<file path="config.mk">
export PLATFORM = sky130hd
export DESIGN_NAME = nexys_starship_spawn_sched
export DESIGN_NICKNAME = d
export VERILOG_FILES = /design/src/rtl/nexys_starship_spawn_sched_pkg.sv /design/src/rtl/nexys_starship_lfsr8.sv /design/src/rtl/nexys_starship_spawn_sched.sv
export SDC_FILE = /design/constraint.sdc
export NUM_CORES = 1
export LEC_CHECK = 0
export CAP_MARGIN = 20
export CORE_AREA = 2 2 69 52
export CTS_CLUSTER_DIAMETER = 60
export DETAILED_ROUTE_END_ITERATION = 7
export DIE_AREA = 0 0 71 54
export PLACE_DENSITY = 0.87
export RECOVER_POWER = 50
export SLEW_MARGIN = 20
export SYNTH_ARGS = -nofsm -noshare
export SYNTH_HDL_FRONTEND = slang
export SYNTH_HIERARCHICAL = 1
export SYNTH_SLANG_ARGS = --single-unit
</file>
<file path="constraint.sdc">
create_clock -name Clk -period 2.17 [get_ports Clk]
set_input_delay 0.217 -clock Clk [delete_from_list [all_inputs] [get_ports Clk]]
set_output_delay 0.217 -clock Clk [all_outputs]
set_load 0.005 [all_outputs]
</file>
<file path="src/rtl/nexys_starship_spawn_sched_pkg.sv">
// Shared definitions for the Nexys Starship monster spawn scheduler: slot indices,
// state encodings, the spawn interval table and the default LFSR seed.
package nexys_starship_spawn_sched_pkg;

   localparam logic [1:0] TOP    = 2'd0;
   localparam logic [1:0] BOTTOM = 2'd1;
   localparam logic [1:0] LEFT   = 2'd2;
   localparam logic [1:0] RIGHT  = 2'd3;

   localparam logic [7:0] DEFAULT_SEED = 8'hA5;

   typedef enum logic [2:0] {
      INIT = 3'b001,
      RUN  = 3'b010,
      HOLD = 3'b100
   } state_t;

   // Ticks between spawn attempts; higher levels spawn faster.
   function automatic logic [2:0] spawn_interval(input logic [1:0] lvl);
      logic [2:0] ticks;
      ticks = 3'd4;
      case (lvl)
         2'd0:    ticks = 3'd4;
         2'd1:    ticks = 3'd3;
         2'd2:    ticks = 3'd2;
         default: ticks = 3'd1;
      endcase
      return ticks;
   endfunction

endpackage

</file>
<file path="src/rtl/nexys_starship_lfsr8.sv">
// 8-bit Fibonacci LFSR used to pick the preferred spawn slot.
module nexys_starship_lfsr8 #(
   parameter logic [7:0] SEED = 8'hA5
) (
   input  logic       Clk,
   input  logic       Reset,
   input  logic       load,
   input  logic       enable,
   output logic [1:0] cand
);

   logic [7:0] value;

   always_ff @(posedge Clk) begin
      if (Reset || load) begin
         value <= SEED;
      end else if (enable) begin
         value <= {value[6:0], value[7] ^ value[5] ^ value[4] ^ value[3]};
      end
   end

   assign cand = value[1:0];

endmodule

</file>
<file path="src/rtl/nexys_starship_spawn_sched.sv">
// Monster spawn scheduler: paces spawn attempts by difficulty level and picks a free
// slot starting from a pseudo-random candidate, retrying while all slots are busy.
module nexys_starship_spawn_sched
   import nexys_starship_spawn_sched_pkg::*;
#(
   parameter logic [7:0]  SEED         = DEFAULT_SEED,
   parameter int unsigned LEVEL_SPAWNS = 16
) (
   input  logic       Clk,
   input  logic       Reset,
   input  logic       play_flag,
   input  logic       tick,
   input  logic       gameover_in,
   input  logic [3:0] occupied,
   output logic [3:0] spawn,
   output logic [1:0] level,
   output logic [7:0] spawn_count,
   output logic       q_Init,
   output logic       q_Run,
   output logic       q_Hold
);

   state_t      state;
   logic [2:0]  tick_cnt;
   logic        pending;
   logic [1:0]  lfsr_cand;
   logic [2:0]  interval;
   logic        attempt;
   logic        found;
   logic [1:0]  sel;
   logic [1:0]  probe;
   logic [3:0]  sel_onehot;
   logic [1:0]  level_nxt;
   int unsigned level_raw;

   nexys_starship_lfsr8 #(
      .SEED (SEED)
   ) u_lfsr (
      .Clk    (Clk),
      .Reset  (Reset),
      .load   ((state == INIT) && play_flag),
      .enable (state == RUN),
      .cand   (lfsr_cand)
   );

   assign interval = spawn_interval(level);
   assign attempt  = (state == RUN) && tick && !gameover_in && ((tick_cnt + 3'd1) == interval);

   // Probe candidate, candidate+1, +2, +3 (mod 4); first free slot wins.
   always_comb begin
      found = 1'b0;
      sel   = lfsr_cand;
      probe = lfsr_cand;
      for (int i = 0; i < 4; i++) begin
         probe = lfsr_cand + 2'(i);
         if (!found && !occupied[probe]) begin
            found = 1'b1;
            sel   = probe;
         end
      end
   end

   always_comb begin
      sel_onehot = 4'b0000;
      case (sel)
         TOP:     sel_onehot = 4'b0001;
         BOTTOM:  sel_onehot = 4'b0010;
         LEFT:    sel_onehot = 4'b0100;
         RIGHT:   sel_onehot = 4'b1000;
         default: sel_onehot = 4'b0000;
      endcase
   end

   always_comb begin
      level_raw = 32'(spawn_count) / LEVEL_SPAWNS;
      level_nxt = (level_raw > 32'd2) ? 2'd3 : level_raw[1:0];
   end

   always_ff @(posedge Clk) begin
      if (Reset) begin
         state       <= INIT;
         tick_cnt    <= 3'd0;
         pending     <= 1'b0;
         spawn       <= 4'b0000;
         spawn_count <= 8'd0;
         level       <= 2'd0;
      end else begin
         spawn <= 4'b0000;
         level <= level_nxt;
         case (state)
            INIT: begin
               tick_cnt    <= 3'd0;
               pending     <= 1'b0;
               spawn_count <= 8'd0;
               if (play_flag) state <= RUN;
            end
            RUN: begin
               if (gameover_in) begin
                  state   <= HOLD;
                  pending <= 1'b0;
               end else begin
                  if (tick) tick_cnt <= attempt ? 3'd0 : tick_cnt + 3'd1;
                  // A fresh attempt while already pending just merges into the retry.
                  if (attempt || pending) begin
                     if (found) begin
                        spawn   <= sel_onehot;
                        pending <= 1'b0;
                        if (spawn_count != 8'hFF) spawn_count <= spawn_count + 8'd1;
                     end else begin
                        pending <= 1'b1;
                     end
                  end
               end
            end
            HOLD: begin
               if (!play_flag) begin
                  state       <= INIT;
                  tick_cnt    <= 3'd0;
                  pending     <= 1'b0;
                  spawn_count <= 8'd0;
               end
            end
            default: state <= INIT;
         endcase
      end
   end

   assign q_Init = (state == INIT);
   assign q_Run  = (state == RUN);
   assign q_Hold = (state == HOLD);

endmodule

</file>
Word level (Yosys, flattened, before mapping). Cells that the tools add are included.

Bits in registers: 29. Input bits: 9. Output and inout port bits: 17. Word-level logic and storage cells: 103.

$add $sub $neg: 5. $lt $le $gt $ge: 5. Eq/ne operators: 19. Mux-type cells: 38. Bitwise logic cells: 6. Reduce and logical (&&, ||, !) cells: 23.

Operators with widths (count): 2-to-1 mux 8 bit (5); one-hot mux 3 bit (3 select lines) (3); one-hot mux 8 bit (3 select lines) (1); 2-to-1 mux 3 bit (7); one-hot mux 4 bit (4 select lines) (1); < comparator 2 x 3 -> 1 bit (second input constant) (4); 2-to-1 mux 1 bit (12); inequality test 2 bit (second input constant) (5); adder 8 x 1 -> 8 bit (second input constant) (1); binary-select mux 1 bit (select 2 bit) (4); 2-to-1 mux 2 bit (4); inequality test 8 bit (second input constant) (1); logical AND 1 bit (7); == test 2 bit (second input constant) (3); logical NOT 1 bit (6); inequality test 2 x 1 -> 1 bit (second input constant) (3); AND reduction 3 bit (2); AND reduction 6 bit (1); OR reduction 5 bit (1); adder 2 bit (second input constant) (2); == test 2 x 1 -> 1 bit (second input constant) (2); > comparator 4 x 2 -> 1 bit (second input constant) (1); logical NOT 2 bit (2); AND reduction 4 bit (1); 12 further kinds (17).

Logic depth before layout (Yosys ltp). Gate-level depths: netlist of run 1.

Word-level depth: 16. Depth in mapped cells: 7. Depth with buffers taken out: 7.

By module. Netlist of run 1, hierarchy kept.

Modules (own cells, without submodules): nexys_starship_spawn_sched (times used 1, cells each 150, area an instance 1268.7 um2); nexys_starship_lfsr8 (times used 1, cells each 32, area an instance 339.1 um2).

Worst setup path before layout of run 1. Ideal clock, no wire load.

Path kind: flip-flop to flip-flop. Start: register level[0]. End: register spawn_count[6]. Arrival time: 1.894 ns. Required time: 2.107 ns. Slack: 0.213 ns. Cell stages (with the launch flop): 8. Clock period less this slack: 1.957 ns. Path through: dfxtp_1 -> inv_1 -> ha_1 -> xnor2_1 -> o2111ai_2 -> o22a_2 -> or4_1 -> nand3_1.

Longest elaborated chain between the ends: 7. Elaborated cells on any way between the ends: 9. Classes of those cells: eq/ne (4); mux (1); reduce/logical (4).

RTL lines: start, declared (line nexys_starship_spawn_sched.sv:16) `output logic [1:0] level,`; start signal, assigned (line nexys_starship_spawn_sched.sv:89) `level <= level_nxt;`; == test 2 bit, or another cell as far along (line nexys_starship_spawn_sched_pkg.sv:22) `case (lvl)`; one-hot mux 3 bit (3 select lines) * (line nexys_starship_spawn_sched_pkg.sv:22); == test 3 bit * (line nexys_starship_spawn_sched.sv:47) `assign attempt = (state == RUN) && tick && !gameover_in && ((tick_cnt + 3'd1) == interval);`; logical AND 1 bit * (line nexys_starship_spawn_sched.sv:47); logical OR 1 bit * (line nexys_starship_spawn_sched.sv:104) `if (attempt || pending) begin`; inequality test 2 x 1 -> 1 bit (no line) *; AND reduction 6 bit (no line) *; end signal, assigned (line nexys_starship_spawn_sched.sv:108) `if (spawn_count != 8'hFF) spawn_count <= spawn_count + 8'd1;`; end, declared (line nexys_starship_spawn_sched.sv:17) `output logic [7:0] spawn_count,`.

Mark *: on every way between the ends. The rest lies on a longest branch, timed or not. A chain may end at the register's enable or synchronous reset.

Final worst setup path of run 1. Same ends and word-level chain as after synthesis.

==> results.sh, run 1 <==
export IMPL_synth_cells=182
export IMPL_cts_htree_levels=2
export IMPL_required_ns=2.40
export IMPL_drive_above_1_share_pct=14.0
export IMPL_setup_tns_ns=0
export IMPL_period_minus_slack_ns=2.01
export IMPL_routedWlPerCell_um=13.9
export IMPL_ys_warn_count=6
export IMPL_comb_power_share_pct=10.1
export IMPL_drt_initial_drc_count=106
export IMPL_yosysTopAreaCellShare_pct=36.1
export IMPL_avgSynthCellArea_um2=8.83
export IMPL_path_cells="inv_1, ha_1, xnor2_1, o2111ai_2, o22a_2, or4_1, nand3_1"
export IMPL_skew_ns=0.00661
export IMPL_ctsRootBufferMaster="clkbuf_8"
export IMPL_diodes=0
export IMPL_leakagePower_uw=0.000789
export IMPL_hold_violations=0
export IMPL_synth_seq_area_share_pct=36.1
export IMPL_max_stage_delay_ns=0.47
export IMPL_vias=1486
export IMPL_path_clk_slew_ns=0.06
export IMPL_async_flop_share_pct=0
export IMPL_cp_start_kind="flip-flop"
export IMPL_pwr_share_clk_pct=42.2
export IMPL_cp_end_kind="flip-flop"
export IMPL_grt_overflow=0
export IMPL_cts_sinks=29
export IMPL_synth_edf_count=0
export IMPL_relSlewSlack_pct=52.8
export IMPL_slowest_stage="or4_1"
export IMPL_finalNetCount=234
export IMPL_syn_nets=196
export IMPL_power_internal_uw=885
export IMPL_crit_fanout=5
export IMPL_netlist_area_mm2=0.00161
export IMPL_grt_max_degree=17
export IMPL_post_cts_buffers=0
export IMPL_coreArea_mm2=0.00327
export IMPL_p_seq_share_pct=47.6
export IMPL_cp_top_family="simple AND/OR/NAND/NOR gates"
export IMPL_track_usage_pct=20.9
export IMPL_synth_area_top_cells="dfxtp_1, nor2_1, mux2i_1"
export IMPL_antenna_found_initial=0
export IMPL_cts_buffer_depth=2
export IMPL_fillCellCount=292
export IMPL_finalWirelength_mm=3.62
export IMPL_drt_pass1_iterations=4
export IMPL_tightest_slew_ns=0.709
export IMPL_power_uw=1160
export IMPL_grt_pass1_vias=1305
export IMPL_initial_utilization_pct=49.2
export IMPL_crit_arrival_ns=2.24
export IMPL_slew_violations=0
export IMPL_cts_buffers=5
export IMPL_ys_flop_type="dfxtp_1"
export IMPL_ios=26
export IMPL_power_density_mw_per_mm2=560
export IMPL_worst_path_buf_inv=1
export IMPL_syn2layout_area_growth_pct=28.6
export IMPL_yosys_area_top_type="dfxtp_1"
export IMPL_postRouteAntennaNets=0
export IMPL_drc=0
export IMPL_fin_crit_sh_pct=92.6
export IMPL_worst_setup_path_type="reg2reg"
export IMPL_grt_pass1_wl_mm=6.04
export IMPL_status="finished, final reports clean"
export IMPL_cts_hold_buf=0
export IMPL_synth_distinct_cells=52
export IMPL_die_w_um=71
export IMPL_dp_hpwl_mm=2.67
export IMPL_clock_fmax_mhz=498
export IMPL_ys_seq_elements=29
export IMPL_max_cap_viol_count=0
export IMPL_peakVddDrop_uv=417
export IMPL_insertion_delay_ns=0.28
export IMPL_dieArea_mm2=0.00383
export IMPL_setup_violations_final=0
export IMPL_dieHeight_um=54
export IMPL_gp_congestion=0.844
export IMPL_hold_path_class="reg2reg"
export IMPL_p_sw_uw=274
export IMPL_rsz0062_at_grt="no"
export IMPL_rows=18
export IMPL_p_sw_share_pct=23.6
export IMPL_vias_per_cell=5.69
export IMPL_io_buffers=25
export IMPL_cts_tree="built"
[worst reg2reg max path, cell delays in order (launching register included)]
cell	delay, ns
dfxtp_1	0.38
inv_1	0.06
ha_1	0.30
xnor2_1	0.19
o2111ai_2	0.20
o22a_2	0.27
or4_1	0.47
nand3_1	0.09
[layout make-up]
cell class | count | area [um^2] | area share [%]
clock inverters | 1 | 5.00 | 0.242
repair buffers | 38 | 340 | 16.5
well taps | 40 | 50.0 | 2.42
flip-flops and latches | 29 | 582 | 28.1
inverters | 6 | 22.5 | 1.09
clock buffers | 7 | 96.3 | 4.66
multi-input cells | 140 | 972 | 47.0
[power groups by stage]
stage	Sequential (uW)	Clock, uW	Combinational (uW)
3_3_place_gp	562	0	114
4_1_cts	551	493	118
2_1_floorplan	557	0	66.1
6_report	552	489	118
3_5_place_dp	563	0	117
5_1_grt	553	523	130
[sequential cells by signal, indices dropped and copies added (netlist names)]
signal	count
spawn_count	8
level	2
pending	1
state	3
spawn	4
u_lfsr/value	8
tick_cnt	3
[cell usage in the layout (no fill, tap or decap), drive strengths merged, types with 3 or more instances in the layout]
| cell type | n |
|---|---|
| inv | 6 |
| mux2i | 7 |
| a21oi | 5 |
| nand2b | 5 |
| or3 | 4 |
| xnor2 | 4 |
| nor3b | 4 |
| dlygate4sd3 | 15 |
| buf | 11 |
| ha | 5 |
| o21ai | 8 |
| o22ai | 3 |
| dfxtp | 29 |
| a31oi | 6 |
| nand3 | 4 |
| clkdlybuf4s50 | 10 |
| nand3b | 3 |
| a211oi | 4 |
| nor3 | 6 |
| nand2 | 12 |
| nor2b | 4 |
| clkbuf | 9 |
| nor2 | 23 |
[routing by layer]
layer | track usage [%] | share of wire [%] | up-vias | wire [um]
li1 | - | - | 750 | -
met1 | 28.1 | 47 | 675 | 1690
met2 | 32.2 | 45 | 59 | 1640
met3 | 5.06 | 7.5 | 2 | 270
met4 | 9.43 | 0.58 | 0 | 21
met5 | 0 | 0 | - | 0
[what timing repair did]
action / 4_1_cts / 5_1_grt
gates resized for setup: 0 / 3
hold endpoints to repair: 0 / 0
endpoints found under the setup margin: 0 / 6
[cell families (layout without fill, tap and decap cells)]
family	count (synthesis)	after routing	share of synthesized area [%]
AND/OR/NAND/NOR	76	76	25.5
AO/OA/AOI/OAI	47	47	21.6
flip-flops	29	29	36.1
buffers and inverters	13	52	4.05
multiplexers	7	7	4.36
adder cells (fa/ha/maj)	5	5	3.89
XOR/XNOR	5	5	4.51
[metrics by stage]
stage                     cells  setup slack [ns]  instance area, um^2  hold slack, ns  util, %
after CTS                   261            0.0467                 2060           0.466     63.2
after global placement      253            0.0833                 1960           0.452     60.1
after global routing        261            0.0616                 2070           0.501     63.3
after floorplan             182             0.213                 1610           0.338        -
final                       261             0.160                 2070           0.469     63.3
after detailed placement    253            0.0507                 1960           0.459     60.1
[synth_stat cells, types with 2 or more instances]
cell and count:
dfxtp_1 29, nor2_1 23, nand2_1 12, o21ai_0 8, mux2i_1 7, a31oi_1 6, inv_1 6, nor3_1 6
a21oi_1 5, ha_1 5, nand2b_1 5, a211oi_1 4, nand3_1 4, nor2b_1 4, nor3b_1 4, or3_1 4
clkbuf_1 3, nand3b_1 3, a211o_1 2, a21o_1 2, a22o_1 2, a2bb2oi_1 2, and4_1 2, buf_4 2
nand4_1 2, o22ai_1 2, xnor2_1 2, xnor2_2 2
[path summary, 6_finish.rpt]
| check | slack, ns | to | cells after the start | start |
|---|---|---|---|---|
| hold / removal | 0.47 | tick_cnt[1] | 2 | tick_cnt[1] |
| setup reg to reg | 0.16 | spawn_count[6] | 7 | level[0] |
| hold reg to reg | 0.47 | tick_cnt[1] | 2 | tick_cnt[1] |
| setup / recovery | 0.16 | spawn_count[6] | 7 | level[0] |
Note: power is estimated with default switching activity, not from simulation.
==> inputs of run 2 (changes only) <==
--- a/config.mk
+++ b/config.mk
@@ -12,7 +12,7 @@
 export DIE_AREA = 0 0 71 54
 export PLACE_DENSITY = 0.87
 export RECOVER_POWER = 50
-export SLEW_MARGIN = 20
+export SLEW_MARGIN = 40
 export SYNTH_ARGS = -nofsm -noshare
 export SYNTH_HDL_FRONTEND = slang
 export SYNTH_HIERARCHICAL = 1
==> results of run 2 <==
Same layout as run 1: the final DEF is identical, and so are final timing and power.
